File: src/rtl/fetch_ctrl.sv
// fetch_ctrl: instruction-fetch sequencer. Owns the PC, addresses the instruction memory, loads IF/ID.
// Latency: PC and IF/ID update one edge after a decision; im_addr follows pc combinationally.
// Backpressure: level 'stall' freezes PC, IF/ID and state; exception/eret redirects override it.
//
// Ports: clk/reset (sync, active-low); stall, br_taken/br_target, exc_req, eret/epc steer the next PC;
//        im_addr/im_data form the combinational memory read; pc is the fetch PC; if_* is the IF/ID register.
// Optional build macro FETCH_ADDR_CHECK_EN: flags misaligned or out-of-range fetches as AdEL in IF/ID.
module fetch_ctrl #(
   parameter logic [31:0] RESET_PC = 32'h0000_3000,
   parameter logic [31:0] EXC_PC   = 32'h0000_4180,
   parameter logic [31:0] PC_LO    = 32'h0000_3000,
   parameter logic [31:0] PC_HI    = 32'h0000_4FFC
) (
   input  logic        clk,
   input  logic        reset,
   input  logic        stall,
   input  logic        br_taken,
   input  logic [31:0] br_target,
   input  logic        exc_req,
   input  logic        eret,
   input  logic [31:0] epc,
   output logic [10:0] im_addr,
   input  logic [31:0] im_data,
   output logic [31:0] pc,
   output logic [31:0] if_instr,
   output logic [31:0] if_pc,
   output logic        if_valid,
   output logic        if_exc,
   output logic [4:0]  if_exccode
);

`ifdef FETCH_ADDR_CHECK_EN
   localparam bit ADDR_CHECK = 1'b1;
`else
   localparam bit ADDR_CHECK = 1'b0;
`endif

   localparam logic [4:0] EXC_ADEL = 5'd4;

   typedef enum logic [1:0] {
      ST_BOOT  = 2'd0,
      ST_RUN   = 2'd1,
      ST_FLUSH = 2'd2
   } state_e;

   state_e      state_q, state_d;
   logic [31:0] pc_q, pc_d;
   logic [31:0] instr_q, instr_d;
   logic [31:0] ifpc_q, ifpc_d;
   logic        valid_q, valid_d;
   logic        exc_q, exc_d;
   logic        fetch_bad;

   // Constant-folds to 0 when the check is not compiled in.
   assign fetch_bad = ADDR_CHECK && ((pc_q[1:0] != 2'b00) || (pc_q < PC_LO) || (pc_q > PC_HI));

   always_comb begin
      state_d = state_q;
      pc_d    = pc_q;
      instr_d = instr_q;
      ifpc_d  = ifpc_q;
      valid_d = valid_q;
      exc_d   = exc_q;
      case (state_q)
         ST_BOOT: begin
            state_d = ST_RUN;
         end
         ST_RUN, ST_FLUSH: begin
            // Redirect requests are only honoured in RUN; the FLUSH cycle masks a
            // request that CP0 has not yet dropped.
            if (state_q == ST_RUN && exc_req) begin
               pc_d    = EXC_PC;
               instr_d = 32'h0;
               valid_d = 1'b0;
               exc_d   = 1'b0;
               state_d = ST_FLUSH;
            end else if (state_q == ST_RUN && eret) begin
               pc_d    = epc;
               instr_d = 32'h0;
               valid_d = 1'b0;
               exc_d   = 1'b0;
               state_d = ST_FLUSH;
            end else if (stall) begin
               // hold everything, including state
            end else begin
               pc_d    = br_taken ? br_target : pc_q + 32'd4;
               // A bad fetch still occupies the slot so the fault reaches CP0 in order.
               instr_d = fetch_bad ? 32'h0 : im_data;
               ifpc_d  = pc_q;
               valid_d = 1'b1;
               exc_d   = fetch_bad;
               state_d = ST_RUN;
            end
         end
         default: begin
            state_d = ST_BOOT;
         end
      endcase
   end

   always_ff @(posedge clk) begin
      if (!reset) begin
         state_q <= ST_BOOT;
         pc_q    <= RESET_PC;
         instr_q <= 32'h0;
         ifpc_q  <= 32'h0;
         valid_q <= 1'b0;
         exc_q   <= 1'b0;
      end else begin
         state_q <= state_d;
         pc_q    <= pc_d;
         instr_q <= instr_d;
         ifpc_q  <= ifpc_d;
         valid_q <= valid_d;
         exc_q   <= exc_d;
      end
   end

   // The memory strips its own base; only the 11-bit word index is driven.
   assign im_addr    = pc_q[12:2];
   assign pc         = pc_q;
   assign if_instr   = instr_q;
   assign if_pc      = ifpc_q;
   assign if_valid   = valid_q;
   assign if_exc     = exc_q;
   assign if_exccode = exc_q ? EXC_ADEL : 5'd0;

endmodule

File: config.mk
export PLATFORM = sky130hd
export DESIGN_NAME = fetch_ctrl
export DESIGN_NICKNAME = d
export VERILOG_FILES = /design/src/rtl/fetch_ctrl.sv
export SDC_FILE = /design/constraint.sdc
export NUM_CORES = 1
export LEC_CHECK = 0
export CORE_ASPECT_RATIO = 0.5
export CORE_MARGIN = 5
export CORE_UTILIZATION = 43
export CTS_CLUSTER_DIAMETER = 80
export CTS_CLUSTER_SIZE = 16
export DETAILED_ROUTE_END_ITERATION = 16
export HOLD_SLACK_MARGIN = 0.05
export PLACE_DENSITY = 0.81
export SYNTH_ARGS = -nofsm -noshare
export SYNTH_HDL_FRONTEND = slang
export SYNTH_SLANG_ARGS = --single-unit
export TNS_END_PERCENT = 5
File: constraint.sdc
create_clock -name clk -period 2.74 [get_ports clk]
set_clock_uncertainty 0.2 [all_clocks]
set_input_delay 0.411 -clock clk [delete_from_list [all_inputs] [get_ports clk]]
set_output_delay 0.411 -clock clk [all_outputs]
set_load 0.005 [all_outputs]
==> metrics.csv, run 1 <==
stage,metric,value,unit
outcome,status,"finished, final reports clean",
routing,drc violations,0,
clocking,CTS Sinks,99,
layout,Final nets,924,
power,"IR drop worst, VDD",331,uV
die,core area,11200,sq um
clocking,H-tree depth,3,
global_route,first-pass GRT wire length,27600,um
die,die area,14000,sq um
clocking,post-CTS repair timing setup buffer count,0,
clocking,Root Buffer,clkbuf_16,
sta,final setup violation count,0,
die,Die Y,86.3,um
routing,wire length per cell,17.6,um
placement,gp weighted congestion,0.906,
global_route,Overall Global Routing Usage,24.0,%
power,Leak Pwr,2.65,nW
layout,layout cells sized above 1,7.41,%
sta,Fin Setup TNS,0,ns
layout,Antenna diodes,0,
synth,number of register bits inferred by synthesis,99,
clocking,# hold bufs at CTS,0,
synth,YS warnings,0,
synth,register area share after synthesis,39.6,%
routing,number of routed nets with antenna violations,0,
die,die width,163,um
sta,Final Slew Violations,0,
layout,most frequent cells in the layout,"208 x clkdlybuf4s50_1, 99 x dfxtp_1, 95 x nand2_1",
sta,Final min period,2.41,ns
clocking,clk slew on worst S/H paths,0.07,ns
synth,"Avg Cell Area, Syn",7.90,sq um
worst_setup_path,CP Capture Type,register,
worst_setup_path,critical setup path kind,reg2reg,
power,Pwr per Cell Area,699,nW/um^2
worst_setup_path,Reg2Reg Setup Slack,0.33,ns
sta,f_max,0.415,GHz
die,# IOs,216,
die,Starting Density,44.7,%
layout,Syn-to-layout area delta,49.5,%
clocking,CTS tree,done,
placement,buffers added on ports,209,
die,Rows,27,
clocking,cts bufs inserted,9,
worst_setup_path,Worst Path Arrival,2.46,ns
routing,routed via count,5468,
global_route,largest net degree at the start of global routing,52,
worst_hold_path,min-delay worst type,reg2reg,
clocking,PostCTS Resize Cnt,0,
flow_run,Max Cap Viol,0,
sta,final hold vios,0,
sta,worst slew pin tran,0.623,ns
synth,Post-synth ARST share,0,%
layout,"commonest non-fill, non-tap cell in the layout",clkdlybuf4s50_1,
synth,"EDFF count, synth",0,
synth,Cell variety after synth,67,
synth,Gate Count Post-Synth,633,
power,power consumption,5.23,mW
routing,vias per cell,5.57,
sta,Slew HR,58.3,%
clocking,clk_lat worst skew,0.34,ns
sta,RSZ-0062 raised after global routing,false,
synth,ys flop type,dfxtp_1,
worst_setup_path,crit start category,register,
clocking,Longest Clk Path Bufs,2,
worst_setup_path,required time worst endpoint,2.79,ns
global_route,initial antenna violation count,0,
sta,Tcrit/Tclk final,88.0,%
placement,Detailed Place HPWL,12700,um
synth,"Cell Area, Synth",5000,sq um
routing,Pre-Repair DR Iteration Count,5,
routing,Iter 0 DRT Violations,517,
worst_setup_path,crit path max fanout,7,
global_route,global route total overflow,0,
routing,total wire length,17300,um
layout,final core occ,66.9,%
global_route,vias in the first global route,5444,
==> final timing paths <==
path | to | start | cells after the start
hold reg to reg | if_pc[6] | if_pc[6] | 2
hold / removal | if_pc[6] | if_pc[6] | 2
setup reg to reg | pc[15] | state_q[0] | 7
setup / recovery | pc[15] | state_q[0] | 7
==> cell families after synthesis <==
| group | synth area share, % |
|---|---|
| and+or+nand+nor | 24.4 |
| AOI/OAI and AO/OA | 24.2 |
| DFF | 39.6 |
| buffers and inverters | 8.03 |
| xor gates and xnor gates | 2.10 |
| adders and majority gates | 1.00 |
| muxes | 0.600 |
| other | 0.0749 |
==> worst max-delay path, stage by stage, from the launching register on <==
cell      delay, ns
dfxtp_1        0.40
inv_1          0.06
ha_1           0.34
inv_1          0.16
or4_1          0.66
nor3_1         0.24
nor3_1         0.07
a211oi_1       0.21
==> synthesized netlist by cell type (all sizes together), types with 2 or more instances <==
| cell type | count | area, sq um |
|---|---|---|
| dfxtp | 99 | 1980 |
| nor4 | 6 | 88.8 |
| a31o | 2 | 17.5 |
| inv | 12 | 45.0 |
| a32oi | 2 | 17.5 |
| a2bb2oi | 2 | 17.5 |
| o221ai | 3 | 26.3 |
| a221oi | 3 | 26.3 |
| a31oi | 2 | 12.5 |
| or3 | 8 | 50.1 |
| o2bb2ai | 2 | 17.5 |
| mux2i | 3 | 30.0 |
| buf | 42 | 263 |
| nand2 | 95 | 357 |
| and3 | 7 | 43.8 |
| o22ai | 9 | 56.3 |
| a211oi | 4 | 30.0 |
| a211o | 3 | 26.3 |
| clkbuf | 25 | 93.8 |
| nand4 | 14 | 133 |
| o31a | 3 | 26.3 |
| ha | 4 | 50.1 |
| nand3 | 27 | 140 |
| nor3b | 2 | 20.0 |
| xor2 | 9 | 78.8 |
| xnor2 | 3 | 26.3 |
| a32o | 2 | 20.0 |
| nor2 | 67 | 256 |
| a311oi | 2 | 17.5 |
| a22oi | 33 | 248 |
| and2 | 4 | 25.0 |
| o31ai | 2 | 15.0 |
| nor3 | 13 | 70.1 |
| o21a | 2 | 15.0 |
| a21oi | 71 | 355 |
| a21boi | 2 | 15.0 |
| o21ai | 28 | 151 |
==> registers in the layout, indices dropped and copies added (netlist names) <==
register,cells
if_pc,32
if_instr,32
state_q,2
pc,32
if_valid,1
==> stage by stage <==
step / std cells / cell area, sq um / hold slack (ns) / setup slack (ns)
2_1_floorplan: 638 / 5020 / 0.253 / 0.625
6_report: 982 / 7480 / 0.254 / 0.330
3_5_place_dp: 966 / 7170 / 0.247 / 0.151
3_3_place_gp: 966 / 7170 / 0.242 / 0.195
4_1_cts: 982 / 7480 / 0.257 / 0.384
5_1_grt: 982 / 7480 / 0.272 / 0.198
==> cell type report <==
class	count	area, sq um
clock buffer	11	243
clock inverter	5	61.3
inverter	12	45.0
sequential	99	1980
tap	159	199
fill	916	3700
multi-input combinational	460	2650
timing repair buffer	236	2300
==> report_power, final <==
group | switching [mW] | total (mW) | leakage (nW) | internal, mW
combinational | 1.05 | 2.04 | 1.70 | 0.989
clock | 0.554 | 1.29 | 0.150 | 0.738
sequential | 0.251 | 1.89 | 0.803 | 1.64
total | 1.86 | 5.23 | 2.65 | 3.37
==> layer usage <==
metal  track usage (%)  vias up  wire length [um]
met5                 0        -                 0
met4              7.53        0               416
met3              5.70       39              1380
met2              42.8      230              8580
met1              29.1     2599              6940
li1                  -     2600                 -
No activity file was read; power rests on OpenSTA's default activity.
==> run 2, diff against run 1 <==
--- a/config.mk
+++ b/config.mk
@@ -7,12 +7,13 @@
 export LEC_CHECK = 0
 export CORE_ASPECT_RATIO = 0.5
 export CORE_MARGIN = 5
-export CORE_UTILIZATION = 43
+export CORE_UTILIZATION = 63
 export CTS_CLUSTER_DIAMETER = 80
 export CTS_CLUSTER_SIZE = 16
 export DETAILED_ROUTE_END_ITERATION = 16
+export DONT_BUFFER_PORTS = 1
 export HOLD_SLACK_MARGIN = 0.05
-export PLACE_DENSITY = 0.81
+export PLACE_DENSITY = 0.79
 export SYNTH_ARGS = -nofsm -noshare
 export SYNTH_HDL_FRONTEND = slang
 export SYNTH_SLANG_ARGS = --single-unit
==> metrics.csv, run 2 (synthesis gave the netlist of run 1 again) <==
stage,metric,value,unit
routing,routed via count,4889,
worst_setup_path,crit start category,register,
routing,highest metal used,met4,
routing,number of routed nets with antenna violations,0,
clocking,clk_lat worst skew,0.35,ns
placement,gp weighted congestion,0.894,
sta,final hold vios,0,
routing,M1 WL,6080,um
die,die area,9930,sq um
placement,Detailed Place HPWL,10500,um
routing,met3 wire length,2120,um
sta,Slew HR,55.8,%
worst_setup_path,required time worst endpoint,2.83,ns
layout,"commonest non-fill, non-tap cell in the layout",dfxtp_1,
clocking,Root Buffer,clkbuf_16,
flow_run,Max Cap Viol,0,
layout,fin cells,758,
die,core area,7860,sq um
layout,Final nets,747,
worst_setup_path,critical setup path kind,reg2reg,
routing,Pre-Repair DR Iteration Count,5,
clocking,CTS Sinks,99,
routing,total wire length,15800,um
global_route,largest net degree at the start of global routing,47,
placement,placed instance count,700,
die,die width,136,um
worst_setup_path,Worst Path Arrival,2.72,ns
placement,buffers added on ports,0,
sta,RSZ-0062 raised after global routing,false,
global_route,vias in the first global route,4576,
sta,worst slew pin tran,0.660,ns
clocking,Longest Clk Path Bufs,2,
global_route,initial antenna violation count,0,
clocking,CTS tree,done,
global_route,first-pass GRT wire length,24500,um
clocking,clk slew on worst S/H paths,0.07,ns
layout,Antenna diodes,0,
power,power consumption,4.67,mW
routing,wire length per cell,20.8,um
power,"IR drop worst, VDD",469,uV
worst_hold_path,min-delay worst type,in2reg,
power,Leak Pwr,2.01,nW
worst_setup_path,CP Capture Type,register,
sta,final setup violation count,0,
sta,Final min period,2.63,ns
routing,DR WL met2,7240,um
layout,layout cells sized above 1,8.20,%
routing,Iter 0 DRT Violations,528,
placement,Placed Area,4970,sq um
sta,hold_ws,0.0665,ns
layout,Syn-to-layout area delta,14.0,%
worst_setup_path,crit path max fanout,7,
routing,drc violations,0,
global_route,global route total overflow,0,
routing,vias per cell,6.45,
sta,Fin Setup TNS,0,ns
global_route,Overall Global Routing Usage,31.5,%
sta,Final Slew Violations,0,
worst_setup_path,worst r2r path cells,6,
die,Die Y,73.0,um
die,# IOs,216,
power,Pwr per Cell Area,818,nW/um^2
clocking,cts bufs inserted,9,
sta,Tcrit/Tclk final,95.9,%
clocking,H-tree depth,3,
sta,f_max,0.381,GHz
layout,cell area after layout,5700,sq um
worst_hold_path,Hold Path Depth,2,
die,Rows,23,
layout,most frequent cells in the layout,"99 x dfxtp_1, 95 x nand2_1, 71 x a21oi_1",
outcome,status,"finished, final reports clean",
die,Starting Density,63.7,%
-- run 2: cell count changes in the layout (fill, tap and decap cells not counted), sizes merged --
cell and delta:
clkinv -1, buf -11, bufinv -1, dlygate4sd3 +42, clkbuf -1, clkdlybuf4s50 -208, inv +3
-- run 2: path summary, 6_finish.rpt --
| path | from | endpoint | slack, ns |
|---|---|---|---|
| hold reg to reg | if_pc[3] | if_pc[3] | 0.27 |
| setup reg to reg | state_q[0] | pc[12] | 0.11 |
| setup / recovery | state_q[0] | pc[12] | 0.11 |
| hold / removal | br_target[8] | pc[8] | 0.07 |
-- run 2: metal layers --
layer,up-vias,track usage [%]
met5,-,0
met4,0,9.27
met3,34,12.7
met2,321,50.8
met1,2278,39.4
li1,2256,-
-- run 2: timing repair --
item,4_1_cts,5_1_grt
hold endpoints to repair,43,0
buffers inserted,0,1
endpoints found under the setup margin,0,2
hold buffers,42,0
gates resized for setup,0,5
-- run 2: final cells by class --
type	count	area (sq um)
sequential	99	1980
fill	597	2150
clock inverter	6	67.6
timing repair buffer	59	577
inverter	12	45.0
clock buffer	10	229
tap	112	140
multi-input combinational	460	2660
-- run 2: power breakdown --
| group | internal (mW) | switching, mW | total, mW |
|---|---|---|---|
| clock | 0.645 | 0.603 | 1.25 |
| combinational | 0.559 | 0.908 | 1.47 |
| sequential | 1.64 | 0.310 | 1.95 |
| total | 2.84 | 1.82 | 4.67 |
-- run 2: per-stage QoR --
step | worst slack, ns | utilization (%)
2_1_floorplan | 0.625 | -
3_3_place_gp | 0.472 | 63.2
3_5_place_dp | 0.409 | 63.2
4_1_cts | 0.0301 | 72.3
5_1_grt | 0.0165 | 72.6
6_report | 0.112 | 72.6
-- run 2: worst max-delay path, cell delays in order (launching register included) --
cell and delay, ns:
dfxtp_1 0.40, inv_1 0.07, ha_1 0.34, inv_1 0.16, or4_4 0.60, o211ai_1 0.22, dlygate4sd3_1 0.58
